$ cat src/rtl/vmicro16_uart_rx_apb.sv
// APB slave UART receiver: 8N1 deserialiser feeding a byte FIFO, with DATA/STATUS
// registers on a zero-wait-state APB port and an irq level while bytes are pending.
module vmicro16_uart_rx_apb #(
  parameter int BUS_WIDTH    = 16,
  parameter int CLKS_PER_BIT = 434,
  parameter int FIFO_DEPTH   = 8
) (
  input  logic                 clk,
  input  logic                 reset,
  input  logic [BUS_WIDTH-1:0] S_PADDR,
  input  logic                 S_PWRITE,
  input  logic                 S_PSELx,
  input  logic                 S_PENABLE,
  input  logic [BUS_WIDTH-1:0] S_PWDATA,
  output logic [BUS_WIDTH-1:0] S_PRDATA,
  output logic                 S_PREADY,
  input  logic                 rx_wire,
  output logic                 irq
);
  localparam int CW = $clog2(CLKS_PER_BIT);
  localparam int AW = $clog2(FIFO_DEPTH);
  localparam logic [CW-1:0] HALF_M1 = CW'(CLKS_PER_BIT / 2 - 1);
  localparam logic [CW-1:0] FULL_M1 = CW'(CLKS_PER_BIT - 1);

  // APB handshake: a transfer completes in the single cycle where PSELx and PENABLE
  // are both high; PREADY mirrors that cycle, so the slave never inserts wait states.

  typedef enum logic [1:0] {S_IDLE, S_START, S_DATA, S_STOP} state_t;

  state_t          r_state;
  logic [CW-1:0]   r_cnt;
  logic [2:0]      r_bit;
  logic [7:0]      r_shift;
  logic            r_rx_meta;
  logic            r_rx_s;
  logic [7:0]      r_mem [FIFO_DEPTH];
  logic [AW:0]     r_wp;
  logic [AW:0]     r_rp;
  logic            r_ovr;
  logic            r_ferr;

  logic            w_acc;
  logic [AW:0]     w_count;
  logic            w_empty;
  logic            w_full;
  logic            w_pop;
  logic            w_stop_tick;
  logic            w_push_req;
  logic            w_push;
  logic            w_stat_wr;
  logic            w_unused;

  assign w_acc       = S_PSELx & S_PENABLE;
  assign S_PREADY    = w_acc;
  assign w_count     = r_wp - r_rp;
  assign w_empty     = (r_wp == r_rp);
  assign w_full      = (w_count == (AW+1)'(FIFO_DEPTH));
  assign w_pop       = w_acc & ~S_PWRITE & (S_PADDR[1:0] == 2'd0) & ~w_empty;
  assign w_stat_wr   = w_acc & S_PWRITE & (S_PADDR[1:0] == 2'd1);
  assign w_stop_tick = (r_state == S_STOP) && (r_cnt == FULL_M1);
  assign w_push_req  = w_stop_tick & r_rx_s;
  // A pop in the same cycle frees a slot, so a full FIFO still accepts the byte.
  assign w_push      = w_push_req & (~w_full | w_pop);
  assign irq         = ~w_empty;
  assign w_unused    = ^{S_PADDR[BUS_WIDTH-1:2], S_PWDATA[BUS_WIDTH-1:4], S_PWDATA[1:0]};

  always_ff @(posedge clk) begin
    if (reset) begin
      r_rx_meta <= 1'b1;
      r_rx_s    <= 1'b1;
    end else begin
      r_rx_meta <= rx_wire;
      r_rx_s    <= r_rx_meta;
    end
  end

  always_ff @(posedge clk) begin
    if (reset) begin
      r_state <= S_IDLE;
      r_cnt   <= '0;
      r_bit   <= '0;
      r_shift <= '0;
    end else begin
      case (r_state)
        S_IDLE: begin
          r_cnt <= '0;
          r_bit <= '0;
          if (!r_rx_s) r_state <= S_START;
        end
        S_START: begin
          if (r_cnt == HALF_M1) begin
            r_cnt   <= '0;
            r_state <= r_rx_s ? S_IDLE : S_DATA;
          end else begin
            r_cnt <= r_cnt + 1'b1;
          end
        end
        S_DATA: begin
          if (r_cnt == FULL_M1) begin
            r_cnt   <= '0;
            r_shift <= {r_rx_s, r_shift[7:1]};
            r_bit   <= r_bit + 1'b1;
            if (r_bit == 3'd7) r_state <= S_STOP;
          end else begin
            r_cnt <= r_cnt + 1'b1;
          end
        end
        S_STOP: begin
          if (r_cnt == FULL_M1) begin
            r_cnt   <= '0;
            r_state <= S_IDLE;
          end else begin
            r_cnt <= r_cnt + 1'b1;
          end
        end
        default: r_state <= S_IDLE;
      endcase
    end
  end

  always_ff @(posedge clk) begin
    if (w_push) r_mem[r_wp[AW-1:0]] <= r_shift;
  end

  // Clears are applied first so a same-cycle set takes precedence.
  always_ff @(posedge clk) begin
    if (reset) begin
      r_wp   <= '0;
      r_rp   <= '0;
      r_ovr  <= 1'b0;
      r_ferr <= 1'b0;
    end else begin
      if (w_push) r_wp <= r_wp + 1'b1;
      if (w_pop)  r_rp <= r_rp + 1'b1;
      if (w_stat_wr && S_PWDATA[2]) r_ovr  <= 1'b0;
      if (w_stat_wr && S_PWDATA[3]) r_ferr <= 1'b0;
      if (w_push_req && w_full && !w_pop) r_ovr <= 1'b1;
      if (w_stop_tick && !r_rx_s) r_ferr <= 1'b1;
    end
  end

  always_comb begin
    S_PRDATA = '0;
    if (S_PSELx) begin
      case (S_PADDR[1:0])
        2'd0: if (!w_empty) S_PRDATA[7:0] = r_mem[r_rp[AW-1:0]];
        2'd1: S_PRDATA[3:0] = {r_ferr, r_ovr, w_full, ~w_empty};
        default: ;
      endcase
    end
  end
endmodule

$ cat config.mk
export PLATFORM = sky130hd
export DESIGN_NAME = vmicro16_uart_rx_apb
export DESIGN_NICKNAME = d
export VERILOG_FILES = /design/src/rtl/vmicro16_uart_rx_apb.sv
export SDC_FILE = /design/constraint.sdc
export NUM_CORES = 1
export LEC_CHECK = 0
export BUFFER_PORTS_ARGS = -buffer_cell sky130_fd_sc_hd__buf_2
export CORE_MARGIN = 1
export CORE_UTILIZATION = 40
export DETAILED_ROUTE_END_ITERATION = 12
export SLEW_MARGIN = 10
export SYNTH_ARGS = -nofsm -noshare
export SYNTH_HDL_FRONTEND = slang
export SYNTH_SLANG_ARGS = --single-unit
export TNS_END_PERCENT = 1
$ cat constraint.sdc
create_clock -name clk -period 2.7 [get_ports clk]
set_input_delay 0.405 -clock clk [delete_from_list [all_inputs] [get_ports clk]]
set_output_delay 0.405 -clock clk [all_outputs]
set_load 0.01 [all_outputs]
# Word level (Yosys, flattened, before mapping)
# Memories as Yosys holds them, arrays and structs flattened. A register that Yosys moved wholly into a read port is not among the register bits.
# Cells that the tools add are included.
classes:
  n_addsub: 5
  n_mul: 0
  n_div: 0
  n_lt_le_gt_ge: 0
  eq_ne: 14
  n_shift: 0
  n_mux: 24
  n_bitwise: 12
  reduce_logical: 17
op_table:
  columns: ["op", "count"]
  rows:
  - ["$pmux W9 S3", 1]
  - ["$mux W9", 2]
  - ["$mux W8", 2]
  - ["$mux W2", 6]
  - ["$add A9 B1 Y9 const B", 1]
  - ["$eq A9 B8 Y1 const B", 1]
  - ["$eq A9 B9 Y1 const B", 1]
  - ["$mux W3", 3]
  - ["$add A4 B1 Y4 const B", 2]
  - ["$and A1 B1 Y1", 8]
  - ["$ne A2 B2 Y1 const B", 4]
  - ["$pmux W2 S4", 1]
  - ["$pmux W4 S2", 1]
  - ["$logic_and A1 B1 Y1", 6]
  - ["$mux W1", 6]
  - ["$pmux W3 S2", 1]
  - ["$reduce_bool A2 Y1", 3]
  - ["$reduce_and A5 Y1", 1]
  - ["$eq A2 B1 Y1 const B", 2]
  - ["$eq A2 B2 Y1 const B", 2]
  - ["$eq A4 B4 Y1", 1]
  - ["$eq A4 B4 Y1 const B", 1]
  - ["$logic_not A2 Y1", 2]
  - ["$mux W4", 1]
  - ["9 further kinds", 13]
word_totals:
  regBits: 34
  latch_bits: 0
  ram_bits: 64
  rom_bits: 0
  out_inout_bits: 18
  wordCells: 83
  memories: 1
mem_list:
  columns: ["name", "depth", "width", "read_ports", "rd_clocked_by_memory_dff", "wr", "line_no", "rtl"]
  rows:
  - ["r_mem", 8, 8, 1, 1, 1, "36", "logic [7:0] r_mem [FIFO_DEPTH];"]

# Depth between registers and ports, before layout
depth:
  depth_word: 8
  depth_mapped: 9
  ltp_nobuf: 7

# Worst setup path before layout
# No wires, ideal clock.
synth_path:
  kind: "reg-to-reg"
  startpoint: "register r_wp[0]"
  endpoint: "memory r_mem[1][0], enable pin"
  arrival_ns: 2.310
  required_time_ns: 2.320
  setup_slack_ns: 0.010
  stages_incl_launch_ff: 8
  n_path_buf: 0
  period_less_slack_ns: 2.690
  cell_sequence: "dfxtp_1 -> inv_1 -> ha_1 -> and2b_1 -> and4bb_2 -> o311a_1 -> a21oi_2 -> nor4b_2"
synth_via:
  elab_chain_len: 7
  elab_cells_between_ends: 10
  classes_between: "1 x add/sub; 2 x eq/ne; 2 x mux; 5 x bitwise"
synth_rtl:
  columns: ["item", "line_no", "rtl"]
  rows:
  - ["start: declaration", "37", "logic [AW:0] r_wp;"]
  - ["start signal: assignment", "133", "if (w_push) r_wp <= r_wp + 1'b1;"]
  - ["$sub A4 B4 Y4 / $eq A4 B4 Y1 (equally long branches)", "55, 56", null]
  - ["$eq A4 B4 Y1 / $not A1 Y1 (equally long branches)", "57, 58", null]
  - ["$not A1 Y1 / $and A1 B1 Y1 (equally long branches)", "63, 58", null]
  - ["$or A1 B1 Y1", "63", "assign w_push = w_push_req & (~w_full | w_pop);"]
  - ["$and A1 B1 Y1", "63", null]
  - ["$mux W1", "122", "if (w_push) r_mem[r_wp[AW-1:0]] <= r_shift;"]
  - ["$mux W1 (implied by the code)", "122", null]
  - ["end: declaration", "36", null]
# Several ways; a longest one is shown, not always the timed one.

# Final worst setup path
layout_path:
  startpoint: "register r_rp[2]"
  endpoint: "output port S_PRDATA[1]"
layout_via:
  elab_chain_len: 4
  elab_cells_between_ends: 6
  classes_between: "1 x add/sub; 2 x eq/ne; 3 x mux"
layout_rtl:
  columns: ["item", "line_no", "rtl"]
  rows:
  - ["start: declaration", "38", "logic [AW:0] r_rp;"]
  - ["start signal: assignment", "134", "if (w_pop) r_rp <= r_rp + 1'b1;"]
  - ["$sub A4 B4 Y4 / $eq A4 B4 Y1 (equally long branches)", "55, 56", null]
  - ["$eq A4 B4 Y1 / $mux W8 (equally long branches)", "57, 146", null]
  - ["$pmux W4 S2 *", "145", "case (S_PADDR[1:0])"]
  - ["$mux W8 *", "144", "if (S_PSELx) begin"]
  - ["end: declaration", "15", "output logic [BUS_WIDTH-1:0] S_PRDATA,"]
# Mark *: on every way between the ends. The rest lies on a longest branch, timed or not.

==> impl_results.md <==
- CTS Sinks: 101
- Crit path capture type: output pin
- Die height: 107 um
- Ports: 56
- Status: finished, final reports clean
- Top cells by area in the synthesized netlist: edfxtp_1 44%, dfxtp_1 17%, mux4_2 8.2%, nor2_1 3.0%, ha_1 2.8%
- Post-synth top area cell: edfxtp_1
- Critical Setup Path Class: register to output pin
- Initial antenna violation count: 0
- Routed wire length: 8.15 mm
- Inserted Diodes: 0
- Period utilisation layout: 0.973
- Count leader, synth: edfxtp_1
- DR vias/cell: 5.08
- Unrepaired setup endpoints after global routing: true
- Seq cells post-synth: 101
- Synthesized area per cell: 13.3 um2
- Core outline area: 0.0108 mm2
- Clock Skew: 0.0116 ns
- Drt first pass iters: 4
- Number of DRC markers in iteration 0: 112
- EDFF count, synth: 64
- Root buf cell: clkbuf_8
- Die area: 0.0115 mm2
- Fin. Hold Viols: 0
- Yosys cell types: 56
- Synth-to-layout area growth: 14.1%
- Vias in the first global route: 2470
- CTS max path bufs: 2
- CTS tree: yes
- First-pass GRT wire length: 12.9 mm
- Max-cap violations: 0
- Mapped cell area: 0.00442 mm2
- TritonCTS buffer count: 9
- Worst-Skew Late Latency: 0.37 ns
- DRC errors left: 0
- Placer Congestion: 0.792
- H-Tree Depth: 3
- IR drop worst, VDD: 0.286 mV
- Slew Viols, Final: 0
- Largest net degree at the start of global routing: 32
- Most common library cells after synthesis: 64 x edfxtp_1, 37 x dfxtp_1, 35 x nor2_1, 25 x nand2_1
- Asr flop ratio synth: 0
- Power per Cell Area: 511 mW/mm2
- Synth top area share: 0.435
- Warnings from Yosys: 0
- Final Total Pwr: 0.00257 W
- Pleak: 1.76 nW
- DP Wirelength: 5.47 mm
- ANT nets after route: 0
- Cts hold-fix bufs: 0
- Cell count after synthesis: 333
- DIE WIDTH: 107 um
- Fraction of layout cells with a size suffix above 1: 0.256
- Worst-path clk slew: 0.10 ns
- Worst EP required: 2.30 ns
- GR Overflow Total: 0
- Final setup vio count: 0
- Relative slew slack: 0.636
- Starting Density: 0.409
- Overall routing resource usage: 0.152
- CP Data Arrival Time: 2.22 ns
- Max FO, Critical Path: 5
- Slew at the pin closest to its max-slew limit: 0.545 ns
- Row Count: 38
- Crit path launch type: register
- Sum Neg Setup Slack: 0 ns
- Seq/Total Area, Yosys: 0.603
- Final nets: 414
- Routed vias: 2597
- Routed length per placed instance: 16.0 um
- Most used DFF post-synth: edfxtp_1
- Max Freq: 380 MHz
- Worst min-delay path class: input port to register
- PortBufs: 19
- Fin crit period: 2.63 ns
==> critical path: stages, from the launching register on <==
cell and delay, ns:
dfxtp_2 0.36, inv_1 0.05, ha_1 0.33, nand2b_1 0.11
and4bb_2 0.24, o311a_4 0.41, a22oi_2 0.16, nor2_1 0.06
buf_2 0.14
==> cell usage in the layout, fill, tap and decap left out, types with 2 or more instances in the layout <==
cell / count
xor2_1: 4
a211oi_1: 4
and3_1: 2
nand3_1: 7
and2_2: 2
o21ai_0: 5
inv_6: 3
nor2b_1: 5
buf_2: 19
nor2_1: 35
nor3_1: 2
a22oi_1: 3
and4b_1: 2
edfxtp_1: 64
mux2_2: 5
inv_1: 14
buf_12: 6
clkbuf_8: 9
mux2i_1: 7
xnor2_1: 5
buf_4: 12
conb_1: 8
mux4_2: 16
or2_2: 2
ha_1: 9
a21oi_1: 16
mux2_1: 2
dfxtp_2: 2
nand4_1: 5
nand2b_1: 4
nand2_1: 25
dfxtp_1: 35
==> through the flow <==
stage | utilization | area [um2] | worst slack (ns) | instances | hold WS, ns
2_1_floorplan | - | 4440 | 0.0102 | 340 | 0.389
4_1_cts | 0.463 | 4990 | 0.00906 | 510 | 0.195
5_1_grt | 0.467 | 5040 | -0.0316 | 511 | 0.194
3_3_place_gp | 0.443 | 4790 | 0.231 | 493 | 0.400
3_5_place_dp | 0.443 | 4790 | 0.195 | 493 | 0.400
6_report | 0.467 | 5040 | 0.0716 | 511 | 0.208
==> layout make-up <==
cell class | count | area, um2
fillers | 969 | 5750
flip-flops and latches | 101 | 2670
clock inverters | 6 | 53.8
inverters | 14 | 52.6
repair buffers | 37 | 305
clock buffers | 10 | 128
multi-input cells | 203 | 1660
well taps | 140 | 175
==> registers in the layout, indices dropped and copies added (netlist names), 3 cells and up, named ones only <==
| signal | flops |
|---|---|
| r_shift | 8 |
| r_wp | 4 |
| r_rp | 4 |
| r_bit | 3 |
| r_cnt | 9 |
| r_mem | 64 |
==> per-layer routing <==
metal / track usage / routed length (um)
met5: 0 / 0
met4: 0.0411 / 62
met3: 0.0328 / 319
met2: 0.238 / 3850
met1: 0.212 / 3920
==> path summary, 6_finish.rpt <==
kind                                start          end  slack (ns)  depth (start not counted)
worst min-delay path              rx_wire    r_rx_meta        0.21                          2
worst min register to register  r_rx_meta       r_rx_s        0.43                          1
worst max register to register    r_rp[2]  r_mem[1][7]        0.14                          9
worst max-delay path              r_rp[2]  S_PRDATA[1]        0.07                          8
==> report_power, final <==
part	internal, W	total [W]	leakage [nW]	switching, W
clock	0.000354	0.000906	0.0898	0.000552
sequential	0.00162	0.00163	0.892	0.00000611
combinational	0.0000144	0.0000395	0.774	0.0000251
==> cells by family after synthesis <==
family / synth area share
multiplexers: 0.115
XOR/XNOR: 0.0215
flip-flops: 0.603
AND/OR/NAND/NOR: 0.139
other: 0.000849
buffers and inverters: 0.0399
AO/OA/AOI/OAI: 0.0524
adder cells (fa/ha/maj): 0.0283
==> what timing repair did <==
action,CTS,global route
gates resized for setup,4,6
endpoints found under the setup margin,1,17
setup buffers,2,1
pin swaps,1,3
(Power assumes the default switching activity.)
